**config.mk**
```make
export PLATFORM = sky130hd
export DESIGN_NAME = lcd_write_sequencer
export DESIGN_NICKNAME = d
export VERILOG_FILES = /design/src/rtl/lcd_pkg.sv /design/src/rtl/sync_fifo.sv /design/src/rtl/lcd_write_sequencer.sv
export SDC_FILE = /design/constraint.sdc
export NUM_CORES = 1
export LEC_CHECK = 0
export BUFFER_PORTS_ARGS = -buffer_cell sky130_fd_sc_hd__buf_2
export CAP_MARGIN = 15
export CORE_MARGIN = 8
export CORE_UTILIZATION = 50
export DETAILED_ROUTE_END_ITERATION = 7
export GPL_TIMING_DRIVEN = 0
export PLACE_DENSITY = 0.79
export REMOVE_ABC_BUFFERS = 1
export SYNTH_ARGS = -nofsm -noshare
export SYNTH_HDL_FRONTEND = slang
export SYNTH_SLANG_ARGS = --single-unit
```
**constraint.sdc**
```tcl
create_clock -name clk -period 6.4 [get_ports clk]
set_input_delay 1.28 -clock clk [delete_from_list [all_inputs] [get_ports clk]]
set_output_delay 1.28 -clock clk [all_outputs]
set_load 0.01 [all_outputs]
```
**src/rtl/lcd_pkg.sv**
```systemverilog
// Shared definitions for the LCD write sequencer.
//   - lcd_state_e : sequencer FSM states
//   - lcd_entry_t : one queued LCD write, {rs, data}
//   - LCD_CMD_*   : command codes that need the long execution delay
//   - lcd_is_long_cmd() : classifies an entry as clear/home
package lcd_pkg;

   typedef enum logic [2:0] {
      ST_IDLE  = 3'd0,
      ST_SETUP = 3'd1,
      ST_PULSE = 3'd2,
      ST_HOLD  = 3'd3,
      ST_WAIT  = 3'd4
   } lcd_state_e;

   localparam int LCD_ENTRY_W = 9;
   typedef logic [LCD_ENTRY_W-1:0] lcd_entry_t;

   localparam logic [7:0] LCD_CMD_CLEAR     = 8'h01;
   localparam logic [7:0] LCD_CMD_HOME_MASK = 8'hFE;
   localparam logic [7:0] LCD_CMD_HOME      = 8'h02;

   // Clear display (0x01) and return home (0x02/0x03) are the slow commands.
   function automatic logic lcd_is_long_cmd(input lcd_entry_t e);
      return !e[8] && ((e[7:0] == LCD_CMD_CLEAR) ||
                       ((e[7:0] & LCD_CMD_HOME_MASK) == LCD_CMD_HOME));
   endfunction

endpackage

```
**src/rtl/sync_fifo.sv**
```systemverilog
// Single-clock FIFO holding queued LCD writes.
// Ports:
//   clk, rst_n   : clock, asynchronous active-low reset (flushes the FIFO)
//   push, din    : write din; caller only pushes when !full or popping
//   pop, dout    : dout shows the head; caller only pops when !empty
//   full, empty  : occupancy flags decoded from the registered level
//   level        : current occupancy, 0..DEPTH
module sync_fifo #(
   parameter int WIDTH = 9,
   parameter int DEPTH = 8
) (
   input  logic                     clk,
   input  logic                     rst_n,
   input  logic                     push,
   input  logic                     pop,
   input  logic [WIDTH-1:0]         din,
   output logic [WIDTH-1:0]         dout,
   output logic                     full,
   output logic                     empty,
   output logic [$clog2(DEPTH):0]   level
);

   localparam int AW = $clog2(DEPTH);

   logic [WIDTH-1:0] r_mem [DEPTH];
   logic [AW-1:0]    r_wr_ptr;
   logic [AW-1:0]    r_rd_ptr;
   logic [AW:0]      r_level;

   // Storage is not reset; validity is tracked by the pointers and level.
   always_ff @(posedge clk) begin
      if (push) r_mem[r_wr_ptr] <= din;
   end

   // Pointers wrap naturally because DEPTH is a power of two.
   always_ff @(posedge clk or negedge rst_n) begin
      if (!rst_n) begin
         r_wr_ptr <= '0;
         r_rd_ptr <= '0;
         r_level  <= '0;
      end else begin
         if (push) r_wr_ptr <= r_wr_ptr + AW'(1);
         if (pop)  r_rd_ptr <= r_rd_ptr + AW'(1);
         case ({push, pop})
            2'b10:   r_level <= r_level + (AW+1)'(1);
            2'b01:   r_level <= r_level - (AW+1)'(1);
            default: r_level <= r_level;
         endcase
      end
   end

   assign dout  = r_mem[r_rd_ptr];
   assign full  = (r_level == (AW+1)'(DEPTH));
   assign empty = (r_level == '0);
   assign level = r_level;

endmodule

```
**src/rtl/lcd_write_sequencer.sv**
```systemverilog
// Buffers CPU byte writes to the character LCD and replays them on the LCD
// bus with programmable setup / enable-pulse / hold / execution delays.
// Ports:
//   clk, rst_n          : clock, asynchronous active-low reset
//   wr_en/wr_rs/wr_data : push request {rs, data}
//   clr_overflow        : clears the sticky overflow flag
//   full, busy, level   : FIFO full, activity, FIFO occupancy
//   overflow            : sticky, set when a push is dropped
//   lcd_data, lcd_ctrl  : LCD data bus and {RS, RW}; RW is always 0
//   lcd_enable          : LCD E strobe
module lcd_write_sequencer
   import lcd_pkg::*;
#(
   parameter int DEPTH            = 8,
   parameter int SETUP_CYCLES     = 2,
   parameter int PULSE_CYCLES     = 12,
   parameter int HOLD_CYCLES      = 2,
   parameter int EXEC_CYCLES      = 2000,
   parameter int LONG_EXEC_CYCLES = 80000
) (
   input  logic                     clk,
   input  logic                     rst_n,
   input  logic                     wr_en,
   input  logic                     wr_rs,
   input  logic [7:0]               wr_data,
   input  logic                     clr_overflow,
   output logic                     full,
   output logic                     busy,
   output logic [$clog2(DEPTH):0]   level,
   output logic                     overflow,
   output logic [7:0]               lcd_data,
   output logic [1:0]               lcd_ctrl,
   output logic                     lcd_enable
);

   localparam int CW = $clog2(LONG_EXEC_CYCLES + 1);
   // A state lasting N cycles loads N-1 and exits when the counter reads 0.
   localparam logic [CW-1:0] C_SETUP = CW'(SETUP_CYCLES - 1);
   localparam logic [CW-1:0] C_PULSE = CW'(PULSE_CYCLES - 1);
   localparam logic [CW-1:0] C_HOLD  = CW'(HOLD_CYCLES - 1);
   localparam logic [CW-1:0] C_EXEC  = CW'(EXEC_CYCLES - 1);
   localparam logic [CW-1:0] C_LONG  = CW'(LONG_EXEC_CYCLES - 1);

   lcd_state_e r_state;
   lcd_state_e w_state_nxt;
   logic [CW-1:0] r_cnt;
   logic [CW-1:0] w_cnt_nxt;

   logic        w_pop;
   logic        w_push;
   logic        w_drop;
   logic        w_full;
   logic        w_empty;
   lcd_entry_t  w_head;

   logic [7:0]  r_lcd_data;
   logic        r_rs;
   logic        r_long;
   logic        r_enable;
   logic        r_busy;
   logic        r_overflow;

   // A pop on the same edge frees a slot, so a push into a full FIFO is
   // still accepted then.
   assign w_push = wr_en && (!w_full || w_pop);
   assign w_drop = wr_en && !w_push;

   sync_fifo #(
      .WIDTH (LCD_ENTRY_W),
      .DEPTH (DEPTH)
   ) u_fifo (
      .clk   (clk),
      .rst_n (rst_n),
      .push  (w_push),
      .pop   (w_pop),
      .din   ({wr_rs, wr_data}),
      .dout  (w_head),
      .full  (w_full),
      .empty (w_empty),
      .level (level)
   );

   always_ff @(posedge clk or negedge rst_n) begin
      if (!rst_n) begin
         r_state <= ST_IDLE;
         r_cnt   <= '0;
      end else begin
         r_state <= w_state_nxt;
         r_cnt   <= w_cnt_nxt;
      end
   end

   always_comb begin
      w_state_nxt = r_state;
      w_cnt_nxt   = (r_cnt != '0) ? r_cnt - CW'(1) : r_cnt;
      w_pop       = 1'b0;
      case (r_state)
         ST_IDLE: begin
            if (!w_empty) begin
               w_pop       = 1'b1;
               w_state_nxt = ST_SETUP;
               w_cnt_nxt   = C_SETUP;
            end
         end
         ST_SETUP: begin
            if (r_cnt == '0) begin
               w_state_nxt = ST_PULSE;
               w_cnt_nxt   = C_PULSE;
            end
         end
         ST_PULSE: begin
            if (r_cnt == '0) begin
               w_state_nxt = ST_HOLD;
               w_cnt_nxt   = C_HOLD;
            end
         end
         ST_HOLD: begin
            if (r_cnt == '0) begin
               w_state_nxt = ST_WAIT;
               w_cnt_nxt   = r_long ? C_LONG : C_EXEC;
            end
         end
         ST_WAIT: begin
            // Chain straight into the next entry to avoid an IDLE bubble.
            if (r_cnt == '0) begin
               if (!w_empty) begin
                  w_pop       = 1'b1;
                  w_state_nxt = ST_SETUP;
                  w_cnt_nxt   = C_SETUP;
               end else begin
                  w_state_nxt = ST_IDLE;
               end
            end
         end
         default: begin
            w_state_nxt = ST_IDLE;
            w_cnt_nxt   = '0;
         end
      endcase
   end

   always_ff @(posedge clk or negedge rst_n) begin
      if (!rst_n) begin
         r_lcd_data <= '0;
         r_rs       <= 1'b0;
         r_long     <= 1'b0;
         r_enable   <= 1'b0;
         r_busy     <= 1'b0;
         r_overflow <= 1'b0;
      end else begin
         if (w_pop) begin
            {r_rs, r_lcd_data} <= w_head;
            r_long             <= lcd_is_long_cmd(w_head);
         end
         r_enable <= (w_state_nxt == ST_PULSE);
         // Uses the pre-edge FIFO state, so busy lags the first push by one edge.
         r_busy   <= (w_state_nxt != ST_IDLE) || !w_empty;
         if (w_drop)
            r_overflow <= 1'b1;
         else if (clr_overflow)
            r_overflow <= 1'b0;
      end
   end

   assign full       = w_full;
   assign busy       = r_busy;
   assign overflow   = r_overflow;
   assign lcd_data   = r_lcd_data;
   assign lcd_ctrl   = {r_rs, 1'b0};
   assign lcd_enable = r_enable;

endmodule

```
* Word-level counts from Yosys, hierarchy flattened *
Memories as Yosys holds them, arrays and structs flattened.
Index checks and enable logic that the tools add are counted.

operators by class
  eq/ne operators = 10
  reductions and logical operators = 17
  add/subtract/negate cells = 5
  multiplexer cells = 23

operator list
  kind                   count
  $mux 17                7
  $pmux 17 s5            1
  $logic_not 17->1       1
  $reduce_bool 17->1     1
  $sub 17x1->17 const B  1
  $mux 3                 5
  $pmux 3 s5             1
  $eq 3x2->1 const B     3
  $eq 8x1->1 const B     1
  $pmux 4 s2             1
  $eq 7x1->1 const B     1
  $mux 1                 7
  $add 3x1->3 const B    2
  $add 4x1->4 const B    1
  $eq 4x4->1 const B     1
  $logic_not 1->1        4
  $logic_not 4->1        1
  $reduce_bool 2->1      2
  $sub 4x1->4 const B    1
  $eq 3x1->1 const B     1
  $eq 3x3->1 const B     1
  $logic_and 1x1->1      3
  $logic_not 3->1        1
  $logic_or 1x1->1       3
  other kinds (4)        4

word-level totals
  bits in writable memories = 72
  output and inout port bits = 18
  register bits after elaboration = 43
  input bits = 13
  memories = 1

memory list
  name          depth  width  read ports  clocked after memory_dff  wr ports  line             source
  u_fifo.r_mem  8      9      1           0                         1         sync_fifo.sv:25  logic [WIDTH-1:0] r_mem [DEPTH];

* Longest topological paths before layout *
  depth after elaboration = 9
  mapped depth = 15

* By module *
Synthesis repeated with hierarchy kept, for this count alone.

second synthesis, totals
  cells, all modules = 361
  area total of the unflattened synthesis = 5296.3 µm²

modules (own cells, without submodules)
  module               sequential area each (µm²)  cells each  area each (µm²)  instances
  sync_fifo            2412.3                      158         3347.0           1
  lcd_write_sequencer  825.8                       203         1949.4           1

* Worst setup path before layout *
No wires, ideal clock.

  kind = flip-flop to flip-flop
  start point = register r_cnt[3]
  end point = register u_fifo.r_level[3] (netlist: u_fifo.level[3])
  required time = 6.273 ns
  library setup time = 0.127 ns
  arrival time = 2.761 ns
  buffers on the path = 2
  clock period less this slack = 2.888 ns
  cell stages (with the launch flop) = 14
  slack = 3.512 ns
  cells stage by stage = dfrtp_1 -> or4_4 -> nor3_4 -> a31o_2 -> buf_6 -> buf_4 -> nand2_1 -> inv_1 -> ha_1 -> a21o_1 -> a21oi_1 -> and2_1 -> mux2i_1 -> xnor2_1

on the way
  longest elaborated chain between the ends = 7
  elaborated cells between the ends (all ways) = 9
  those cells by class = 2 x eq/ne; 3 x mux; 4 x reduce/logical

RTL lines
  element                                                 line                        source
  start, declared                                         lcd_write_sequencer.sv:46   logic [CW-1:0] r_cnt;
  start signal, assigned                                  lcd_write_sequencer.sv:89   r_cnt <= w_cnt_nxt;
  $logic_not 17->1 (*)                                    lcd_write_sequencer.sv:125  if (r_cnt == '0) begin
  $mux 1 (*)                                              lcd_write_sequencer.sv:125
  $pmux 1 s2 (*)                                          lcd_write_sequencer.sv:97   case (r_state)
  $logic_or 1x1->1                                        lcd_write_sequencer.sv:65   assign w_push = wr_en && (!w_full || w_pop);
  $logic_and 1x1->1                                       lcd_write_sequencer.sv:65
  $eq 2x1->1 / $eq 2x2->1 (equally long branches)         sync_fifo.sv:44             case ({push, pop})
  $pmux 4 s2 / $reduce_bool 2->1 (equally long branches)  n/a
  end signal, assigned                                    sync_fifo.sv:45             2'b10: r_level <= r_level + (AW+1)'(1);
  end signal, assigned                                    sync_fifo.sv:46             2'b01: r_level <= r_level - (AW+1)'(1);
  end signal, assigned                                    sync_fifo.sv:47             default: r_level <= r_level;
  end, declared                                           sync_fifo.sv:28             logic [AW:0] r_level;

Mark *: on every way between the ends. The rest lies on a longest branch, timed or not.
A chain may end at the register's enable or synchronous reset.

* Worst setup path after layout *
  start point = register r_cnt[0]
  end point = memory u_fifo.r_mem[7][0] (enable)

on the way
  longest elaborated chain between the ends = 7

RTL lines
  element                       line                        source
  $logic_not 17->1              lcd_write_sequencer.sv:125
  $mux 1                        lcd_write_sequencer.sv:125
  $pmux 1 s2                    lcd_write_sequencer.sv:97
  $logic_or 1x1->1              lcd_write_sequencer.sv:65
  $logic_and 1x1->1             lcd_write_sequencer.sv:65
  $mux 1                        sync_fifo.sv:32             if (push) r_mem[r_wr_ptr] <= din;
  $mux 1 (implied by the code)  sync_fifo.sv:32
  end, declared                 sync_fifo.sv:25

Every way passes these cells.

==> results.yml <==
worst_hold_path:
  hp-class: "reg -> reg"
floorplan:
  rows: 37
  die_y_um: 117
  die_width_um: 117
  core_um2: 10100
  start_util_pct: 50.5
  die_area_um2: 13700
  boundaryPins: 31
global_routing:
  antenna_found_initial: 0
  track_usage_pct: 16.1
  grt_pass1_wl_um: 16300
  grt_max_degree: 44
  grt_remaining_overflow: 0
  grt_pass1_vias: 3074
synthesis:
  ys_types: 59
  syn-cell-area_um2: 5120
  syn_inst: 350
  synth_async_sr_flop_share_pct: 37.4
  synth.ff_latch_count: 115
  syn_avg_cell_area_um2: 14.6
  ys_seq_area_share_pct: 63.2
  ys_warn_count: 0
  synth_edf_count: 72
  ys.flop_type: "edfxtp_1"
sta:
  setup-tns-final_ns: 0
  rsz0062_at_grt: "no"
  slew_violations: 0
  timing.final.ws_setup_ns: 2.75
  fin_skew_ns: 0.00837
  tightest_slew_ns: 1.03
  finalSetupViolCount: 0
  fmax_mhz: 274
  post-route-period-util_pct: 57.1
  min_period_ns: 3.65
  hold_viol: 0
  slew_headroom_pct: 30.8
outcome:
  status: "completed"
clock_network:
  clk_latency_ns: 0.51
  cts_buffer_depth: 2
  path_clk_slew_ns: 0.06
  cts_inserted_buffers: 17
  root_buffer: "clkbuf_8"
  clock-sinks: 115
  cts_max_level: 4
  cts_hold_buf: 0
  cts_tree: "built"
  cts-resized-gates: 0
  postCtsSetupBuffers: 0
critical_path:
  end_kind: "flip-flop"
  path_max_fanout: 27
  crit_type: "reg -> reg"
  cp_num_buf_inv: 1
  crit_chain: "inv_1 -> ha_1 -> nor3b_1 -> and3_1 -> a31o_2 -> o211ai_1 -> nor2_1"
  max_stage_delay_ns: 0.84
  critPathTopFamily: "simple AND/OR/NAND/NOR gates"
  critPathLaunchType: "flip-flop"
  arrival_ns: 3.78
  crit_slowest_cell: "nor2_1"
  required_ns: 6.53
power:
  seqPwrFrac_pct: 39.8
  power.switching_mw: 0.966
  combPwrFrac_pct: 27.8
  swShare_pct: 32.5
  cellLeakagePower_nw: 2.20
  cellPowerDensity_nw_per_um2: 500
  vdd_drop_max_v: 0.000395
  pwr-share-clk_pct: 32.4
  p_int_mw: 2.01
cells_and_area:
  layout-drive-gt1-share_pct: 26.7
  insertedDiodeCount: 0
  final_nets: 401
  syn2layout_area_growth_pct: 16.0
  fillerInstances: 750
place:
  portBuffers: 29
  gp_congestion: 0.808
  dp_hpwl_um: 6270
  dpl_worst_slack_ns: 2.71
routing:
  viasPerCell: 5.70
  dr.pass1.iters: 4
  drt_iter0_drc: 294
  num_vias: 3014
  ant_nets: 0
  wirelength_um: 9920
  wl_per_cell_um: 18.8
  drc: 0
run:
  maxCapViolCount: 0
-- cell type report --
cell class,instances,area [um^2],area share (%)
clock buffer,19,422,7.09
clock inverter,13,184,3.09
inverter,13,48.8,0.821
multi-input combinational,204,1740,29.2
sequential,115,3240,54.5
tap,136,170,2.86
timing repair buffer,29,145,2.44
-- worst paths after layout --
path                       slack (ns)  depth (start not counted)                           end                    start
max                              2.75                          7  u_fifo.r_mem[7][0]$_DFFE_PP_       r_cnt[0]$_DFF_PN0_
min in group asynchronous        0.92                          1   u_fifo.level[0]$_DFFE_PN0P_                    rst_n
max in group asynchronous        4.87                          1       lcd_data[0]$_DFFE_PN0P_                    rst_n
max reg2reg                      2.75                          7  u_fifo.r_mem[7][0]$_DFFE_PP_       r_cnt[0]$_DFF_PN0_
min reg2reg                      0.50                          1       lcd_data[6]$_DFFE_PN0P_  lcd_data[6]$_DFFE_PN0P_
min                              0.50                          1       lcd_data[6]$_DFFE_PN0P_  lcd_data[6]$_DFFE_PN0P_
-- layer usage --
layer	GRT usage (%)	vias to the layer above	routed length, um
met5	0	-	0
li1	-	1394	-
met1	19.4	1533	4190
met3	4.82	6	526
met2	27.0	81	5160
met4	5.72	0	49
-- per-stage QoR --
stage | cell area (um^2) | utilization [%] | std cells | total power, mW | hold WS [ns]
floorplan | 5010 | - | 332 | 1.76 | 0.492
global placement | 5330 | 52.6 | 497 | 1.98 | 0.492
detailed placement | 5340 | 52.7 | 497 | 2.03 | 0.500
CTS | 5940 | 58.6 | 529 | 3.00 | 0.511
global route | 5940 | 58.6 | 529 | 3.14 | 0.534
finish | 5940 | 58.6 | 529 | 2.97 | 0.504
-- sequential cells by signal, indices dropped and copies added (netlist names), 3 cells and up --
register / flops
lcd_data: 8
u_fifo.r_rd_ptr: 3
r_state: 3
r_cnt: 17
u_fifo.r_wr_ptr: 3
u_fifo.level: 4
u_fifo.r_mem: 72
-- synth_stat cells, types with 5 or more instances --
library cell | count | share of area, %
a21oi_1 | 11 | 1.1
nor2_1 | 26 | 1.9
nand2_1 | 10 | 0.73
clkbuf_1 | 5 | 0.37
nor4_1 | 5 | 0.61
buf_2 | 6 | 0.59
o211ai_1 | 6 | 0.88
nand2b_1 | 5 | 0.61
inv_1 | 13 | 0.95
mux2i_1 | 7 | 1.4
xnor2_1 | 11 | 1.9
edfxtp_1 | 72 | 42
o21ai_0 | 13 | 1.3
mux4_2 | 18 | 7.9
mux2_2 | 13 | 2.9
nor3_1 | 9 | 0.88
ha_1 | 7 | 1.7
dfrtp_1 | 43 | 21
xor2_1 | 7 | 1.2
-- cell usage in the layout (no fill, tap or decap), types with 3 or more instances in the layout --
| cell type | instances |
|---|---|
| edfxtp_1 | 72 |
| dfrtp_1 | 43 |
| buf_2 | 29 |
| nor2_1 | 26 |
| mux4_2 | 18 |
| clkbuf_16 | 16 |
| inv_1 | 13 |
| o21ai_0 | 13 |
| mux2_2 | 13 |
| a21oi_1 | 11 |
| xnor2_1 | 11 |
| nand2_1 | 10 |
| nor3_1 | 7 |
| xor2_1 | 7 |
| mux2i_1 | 7 |
| ha_1 | 7 |
| o211ai_1 | 6 |
| nor4_1 | 5 |
| nand2b_1 | 5 |
| nand3_1 | 4 |
| nand4_1 | 4 |
| a211oi_1 | 4 |
| clkinv_4 | 4 |
| bufinv_16 | 4 |
| nor3_2 | 3 |
| o22ai_1 | 3 |
-- power by group through the flow --
stage	Sequential, mW	Clock (mW)	Combinational (mW)
floorplan	1.16	0	0.593
global route	1.22	1.01	0.916
CTS	1.19	0.970	0.837
global placement	1.18	0	0.797
finish	1.18	0.962	0.828
detailed placement	1.20	0	0.829
-- cells by family after synthesis --
logic type	Yosys count	share of synthesized area (%)
simple gates	83	9.09
flops	115	63.2
fa+ha+maj	8	2.10
compound gates	55	6.94
mux	39	12.4
other cells	1	0.0732
buf+inv	31	3.08
xor+xnor	18	3.08
Power figures use the tool's default switching activity.
